[config.mk]
export PLATFORM = sky130hd
export DESIGN_NAME = forwarding_unit
export DESIGN_NICKNAME = d
export VERILOG_FILES = /design/src/rtl/forwarding_unit.sv
export SDC_FILE = /design/constraint.sdc
export NUM_CORES = 1
export LEC_CHECK = 0
export ABC_AREA = 1
export CAP_MARGIN = 20
export CORE_MARGIN = 3
export CORE_UTILIZATION = 45
export CTS_BUF_LIST = sky130_fd_sc_hd__clkbuf_16
export DETAILED_ROUTE_END_ITERATION = 10
export PLACE_DENSITY = 0.77
export SYNTH_ARGS = -nofsm -noshare
export SYNTH_HDL_FRONTEND = slang
export SYNTH_SLANG_ARGS = --single-unit
[constraint.sdc]
create_clock -name clk -period 1.7 [get_ports clk]
set_input_delay 0.34 -clock clk [delete_from_list [all_inputs] [get_ports clk]]
set_output_delay 0.34 -clock clk [all_outputs]
set_load 0.05 [all_outputs]
[src/rtl/forwarding_unit.sv]
// EX-stage operand bypass controller: registers ID source IDs into an EX copy,
// steers ALU operands from MEM/WB by combinational compare, counts forward cycles.
module forwarding_unit #(
    parameter int unsigned CNT_W = 16
) (
    input  logic             clk,
    input  logic             rst,
    input  logic             forwarding_mode,
    input  logic             hazard_detected,
    input  logic             flush,
    input  logic [3:0]       id_src_1,
    input  logic [3:0]       id_src_2,
    input  logic             id_two_src,
    input  logic [3:0]       mem_dest,
    input  logic             mem_wb_en,
    input  logic [3:0]       wb_dest,
    input  logic             wb_wb_en,
    input  logic             clear_count,
    output logic [3:0]       ex_src_1,
    output logic [3:0]       ex_src_2,
    output logic             ex_two_src,
    output logic             ex_valid,
    output logic [1:0]       sel_src_1,
    output logic [1:0]       sel_src_2,
    output logic [CNT_W-1:0] fwd_count
);

    localparam int unsigned REG_W  = 4;
    localparam logic [REG_W-1:0] PC_REG = 4'hF;

    localparam logic [1:0] SEL_RF  = 2'b00;
    localparam logic [1:0] SEL_MEM = 2'b01;
    localparam logic [1:0] SEL_WB  = 2'b10;

    logic [REG_W-1:0] ex_src_1_q, ex_src_1_d;
    logic [REG_W-1:0] ex_src_2_q, ex_src_2_d;
    logic             ex_two_src_q, ex_two_src_d;
    logic             ex_valid_q, ex_valid_d;
    logic [CNT_W-1:0] fwd_count_q, fwd_count_d;

    // EX capture: flush and stall both insert a bubble
    always_comb begin
        ex_src_1_d   = id_src_1;
        ex_src_2_d   = id_src_2;
        ex_two_src_d = id_two_src;
        ex_valid_d   = 1'b1;
        if (flush || hazard_detected) begin
            ex_src_1_d   = '0;
            ex_src_2_d   = '0;
            ex_two_src_d = 1'b0;
            ex_valid_d   = 1'b0;
        end
    end

    // MEM is the younger producer, so it is checked before WB; PC is never bypassed
    function automatic logic [1:0] pick_sel(
        input logic             enable,
        input logic [REG_W-1:0] src,
        input logic             m_en,
        input logic [REG_W-1:0] m_dest,
        input logic             w_en,
        input logic [REG_W-1:0] w_dest
    );
        logic [1:0] sel;
        sel = SEL_RF;
        if (enable && (src != PC_REG)) begin
            if (m_en && (m_dest == src)) begin
                sel = SEL_MEM;
            end else if (w_en && (w_dest == src)) begin
                sel = SEL_WB;
            end
        end
        return sel;
    endfunction

    always_comb begin
        sel_src_1 = pick_sel(forwarding_mode && ex_valid_q, ex_src_1_q,
                             mem_wb_en, mem_dest, wb_wb_en, wb_dest);
        sel_src_2 = pick_sel(forwarding_mode && ex_valid_q && ex_two_src_q, ex_src_2_q,
                             mem_wb_en, mem_dest, wb_wb_en, wb_dest);
    end

    // Saturating forward-event counter; clear wins over a same-cycle event
    always_comb begin
        fwd_count_d = fwd_count_q;
        if (clear_count) begin
            fwd_count_d = '0;
        end else if (((sel_src_1 != SEL_RF) || (sel_src_2 != SEL_RF)) && (fwd_count_q != '1)) begin
            fwd_count_d = fwd_count_q + CNT_W'(1);
        end
    end

    always_ff @(posedge clk or negedge rst) begin
        if (!rst) begin
            ex_src_1_q   <= '0;
            ex_src_2_q   <= '0;
            ex_two_src_q <= 1'b0;
            ex_valid_q   <= 1'b0;
            fwd_count_q  <= '0;
        end else begin
            ex_src_1_q   <= ex_src_1_d;
            ex_src_2_q   <= ex_src_2_d;
            ex_two_src_q <= ex_two_src_d;
            ex_valid_q   <= ex_valid_d;
            fwd_count_q  <= fwd_count_d;
        end
    end

    assign ex_src_1   = ex_src_1_q;
    assign ex_src_2   = ex_src_2_q;
    assign ex_two_src = ex_two_src_q;
    assign ex_valid   = ex_valid_q;
    assign fwd_count  = fwd_count_q;

endmodule

==> report_table.html <==
<table>
<tr><th>Metric</th><th>Value</th></tr>
<tr><th colspan="2">Synthesis</th></tr>
<tr><td>Combined area of all synthesized cells</td><td>1804 um2</td></tr>
<tr><td>Post-synthesis cell type with the largest combined area</td><td>sky130_fd_sc_hd__dfrtp_1</td></tr>
<tr><td>Top cell types by occurrence after synthesis</td><td>71 x sky130_fd_sc_hd__nand2_1, 47 x sky130_fd_sc_hd__inv_1, 43 x sky130_fd_sc_hd__nor2_1</td></tr>
<tr><td>Fraction of registers with async set or reset after synthesis</td><td>1.000</td></tr>
<tr><td>Primary flip-flop cell chosen by synthesis mapping</td><td>sky130_fd_sc_hd__dfrtp_1</td></tr>
<tr><td>Largest cells by area after synthesis</td><td>sky130_fd_sc_hd__dfrtp_1 36%, sky130_fd_sc_hd__nand2_1 15%, sky130_fd_sc_hd__inv_1 9.8%</td></tr>
<tr><td>Mean instance size in the synthesized netlist</td><td>6.609 um2</td></tr>
<tr><td>Post-synth EDFFs</td><td>0</td></tr>
<tr><td>Most frequently used cell type in the post-synthesis netlist</td><td>sky130_fd_sc_hd__nand2_1</td></tr>
<tr><td>Portion of synthesized cell area occupied by the leading cell type</td><td>0.3606</td></tr>
<tr><td>FF+latch count, synth</td><td>26</td></tr>
<tr><td>Distinct cell type count of the synthesized netlist</td><td>25</td></tr>
<tr><td>Number of nets in the synthesized netlist</td><td>299</td></tr>
<tr><td>Number of instances in the synthesized netlist</td><td>273</td></tr>
<tr><td>Warnings, synthesis</td><td>0</td></tr>
<tr><td>Portion of the post-synthesis area used by sequential elements</td><td>0.3606</td></tr>
<tr><th colspan="2">Setup path</th></tr>
<tr><td>Series of cell instances along the critical path</td><td>nand2_1 &gt; o21ai_1 &gt; nor2_1 &gt; nand3_1 &gt; nand2_2 &gt; clkinvlp_4 &gt; buf_12</td></tr>
<tr><td>Data arrival time of the critical path</td><td>1440 ps</td></tr>
<tr><td>WS Path Type</td><td>flip-flop to output port</td></tr>
<tr><td>Highest fanout seen on the critical path</td><td>6</td></tr>
<tr><td>Slowest cell delay on critical path</td><td>450 ps</td></tr>
<tr><td>Required time at the worst-slack endpoint</td><td>1360 ps</td></tr>
<tr><td>Critical Path Slowest Stage Cell</td><td>sky130_fd_sc_hd__dfrtp_2</td></tr>
<tr><td>CP startpoint kind</td><td>flip-flop</td></tr>
<tr><td>Critical path capture point type</td><td>output port</td></tr>
<tr><th colspan="2">Clock tree</th></tr>
<tr><td># clock sinks</td><td>26</td></tr>
<tr><td>Skew-Pair Late Insertion Delay</td><td>260 ps</td></tr>
<tr><td>Buffer levels on the longest clock path</td><td>2</td></tr>
<tr><td>Buffer type at the clock tree root</td><td>sky130_fd_sc_hd__clkbuf_16</td></tr>
<tr><td>Clock tree from TritonCTS</td><td>yes</td></tr>
<tr><td>Hold_buf cts</td><td>0</td></tr>
<tr><td>Num CTS Buffers</td><td>3</td></tr>
<tr><td>Clock edge transition at the registers on the reported setup and hold paths</td><td>70 ps</td></tr>
<tr><td>H-tree levels</td><td>1</td></tr>
<tr><th colspan="2">Global route</th></tr>
<tr><td>Number of antenna violations at the first check in global routing</td><td>0</td></tr>
<tr><td>Pin count of the biggest net entering global routing</td><td>32</td></tr>
<tr><td>Global routing usage summed across all routing layers</td><td>0.1932</td></tr>
<tr><td>Global-route congestion overflow total</td><td>0</td></tr>
<tr><td>Via count of the first global-routing pass</td><td>1757</td></tr>
<tr><td>Global-route wire length before repair</td><td>7866 um</td></tr>
<tr><th colspan="2">Cells and area</th></tr>
<tr><td>Fraction of final layout cells with drive strength greater than 1</td><td>0.2819</td></tr>
<tr><td>Number of fillers in the final layout</td><td>297</td></tr>
<tr><td>Number of antenna diodes</td><td>0</td></tr>
<tr><td>Area added between synthesis and finish</td><td>47.71%</td></tr>
<tr><td>Total Nets Final</td><td>364</td></tr>
<tr><th colspan="2">Timing</th></tr>
<tr><td>Number of hold violations in the final report</td><td>0</td></tr>
<tr><td>Clock period minus final worst setup slack</td><td>1776 ps</td></tr>
<tr><td>Transition at the pin with the smallest max-transition slack</td><td>336.8 ps</td></tr>
<tr><td>Highest Clock Rate</td><td>0.5632 GHz</td></tr>
<tr><td>Count of pins over their slew limit</td><td>0</td></tr>
<tr><td>Worst-case headroom to the max-slew limit</td><td>0.7754</td></tr>
<tr><td>Minimum setup slack in the final design</td><td>-75.72 ps</td></tr>
<tr><td>Final TNS setup</td><td>-116.5 ps</td></tr>
<tr><td>Hold_ws</td><td>446.8 ps</td></tr>
<tr><td>Ratio of final minimum period to clock period</td><td>1.045</td></tr>
<tr><td>Final setup violating endpoints</td><td>4</td></tr>
<tr><td>RSZ-0062 raised after global routing</td><td>yes</td></tr>
<tr><td>Worst Skew</td><td>2.349 ps</td></tr>
<tr><th colspan="2">Place</th></tr>
<tr><td>Count of buffers inserted at the top-level ports</td><td>54</td></tr>
<tr><td>Worst slack at placement</td><td>-413.6 ps</td></tr>
<tr><td>Routability congestion estimate from global placement</td><td>0.8386</td></tr>
<tr><td>Hpwl dp</td><td>3462 um</td></tr>
<tr><th colspan="2">Die</th></tr>
<tr><td>Number of placed I/O pins</td><td>55</td></tr>
<tr><td>Overall die height</td><td>69.32 um</td></tr>
<tr><td>Core Box Area</td><td>3771 um2</td></tr>
<tr><td>Horizontal die dimension</td><td>69.32 um</td></tr>
<tr><td>Cell Rows</td><td>22</td></tr>
<tr><td>Total Die Area</td><td>4805 um2</td></tr>
<tr><td>Starting Density</td><td>0.4784</td></tr>
<tr><th colspan="2">Detailed routing</th></tr>
<tr><td>Detailed-router iteration count before antenna repair</td><td>4</td></tr>
<tr><td>Detail-routed net length per standard cell</td><td>11.98 um</td></tr>
<tr><td>Total wirelength of the detailed-routed design</td><td>4612 um</td></tr>
<tr><td>Antenna viol nets, final</td><td>0</td></tr>
<tr><td>DR vias</td><td>1876</td></tr>
<tr><td>DRC</td><td>0</td></tr>
<tr><td>DRT iter0 DRCs</td><td>85</td></tr>
<tr><td>Vias per inst</td><td>4.873</td></tr>
<tr><th colspan="2">Run status</th></tr>
<tr><td>Result of the run</td><td>finished with violations</td></tr>
<tr><td>Failing checks</td><td>setup timing</td></tr>
<tr><th colspan="2">Worst hold path</th></tr>
<tr><td>Worst hold-check path type</td><td>primary input to async pin</td></tr>
<tr><th colspan="2">Flow run</th></tr>
<tr><td>Total of max-cap violations</td><td>0</td></tr>
<tr><th colspan="2">Pwr</th></tr>
<tr><td>Power per cell area</td><td>575.4 nW/um2</td></tr>
<tr><td>Worst IR Drop VDD</td><td>349.1 uV</td></tr>
<tr><td>Leak</td><td>1.412 nW</td></tr>
</table>
what timing repair did:
item,CTS,global route
resized for setup,25,8
endpoints found under the setup margin,20,20
setup buffers,1,3
pin swaps,18,16
worst max-delay path, delay by kind of cell, from the launching register on:
family / cells / cell delay (ps)
buf+inv: 2 / 250
simple gates: 4 / 420
compound gates: 1 / 50
flops: 1 / 450
area by class of cell:
class,count,area [um2],share of cell area
repair buffers,66,643.1,0.2413
inverters,53,203.9,0.07653
clock buffers,3,75.07,0.02817
multi-input cells,188,978.4,0.3671
well taps,48,60.06,0.02254
flip-flops and latches,26,674.4,0.2531
clock inverters,1,30.03,0.01127
path summary, 6_finish.rpt:
check,startpoint,end,slack (ps),cells after the start
setup / recovery,ex_src_1[3],sel_src_1[1],-80,7
hold / removal,rst,fwd_count[11],450,2
setup reg to reg,fwd_count[1],fwd_count[2],90,11
hold reg to reg,fwd_count[3],fwd_count[3],560,2
max in group asynchronous,rst,ex_src_2[1],980,2
min in group clk,fwd_count[3],fwd_count[3],560,2
flip-flops by register name, indices dropped and copies added (netlist names):
register / flops
ex_two_src: 1
ex_src_2: 4
ex_src_1: 4
ex_valid: 1
fwd_count: 16
layer usage:
layer / GRT usage / wire (um)
met1: 0.2564 / 2200
met2: 0.3379 / 2213
met5: 0 / 0
met4: 0.02603 / 17
met3: 0.03188 / 181
power breakdown:
| part | switching [W] | internal, W | total (W) | leakage [nW] |
|---|---|---|---|---|
| Combinational | 0.000122 | 0.0000871 | 0.000209 | 1.03 |
| Clock | 0.000211 | 0.000468 | 0.000679 | 0.0511 |
| Sequential | 0.0000148 | 0.000630 | 0.000645 | 0.328 |
| Total | 0.000348 | 0.00119 | 0.00153 | 1.41 |
logic make-up after synthesis:
group	count (synthesis)	share of synthesized area
buf+inv	59	0.1283
compound gates	10	0.03745
simple gates	165	0.4085
fa+ha+maj	1	0.006934
flops	26	0.3606
xor+xnor	12	0.05825
metrics by stage:
step                      power [W]  std cells  utilization  cell area [um2]
after CTS                  0.001538        382       0.6938             2616
after global placement    0.0008654        377       0.6632             2501
after detailed placement  0.0008691        377       0.6632             2501
after global routing       0.001577        385       0.7067             2665
after floorplan           0.0007569        273            -             1852
final                      0.001533        385       0.7067             2665
layout by cell type, fill, tap and decap left out, types with 5 or more instances in the layout:
cell type / instances
sky130_fd_sc_hd__inv_2: 12
sky130_fd_sc_hd__nand2_1: 68
sky130_fd_sc_hd__xor2_1: 10
sky130_fd_sc_hd__dfrtp_1: 7
sky130_fd_sc_hd__inv_1: 38
sky130_fd_sc_hd__buf_4: 34
sky130_fd_sc_hd__dlygate4sd2_1: 10
sky130_fd_sc_hd__buf_12: 8
sky130_fd_sc_hd__clkdlybuf4s50_1: 13
sky130_fd_sc_hd__nor2_1: 38
sky130_fd_sc_hd__nand4_1: 19
sky130_fd_sc_hd__nand3_1: 23
sky130_fd_sc_hd__nor2_2: 5
sky130_fd_sc_hd__dfrtp_2: 19
No activity file was read; power rests on OpenSTA's default activity.
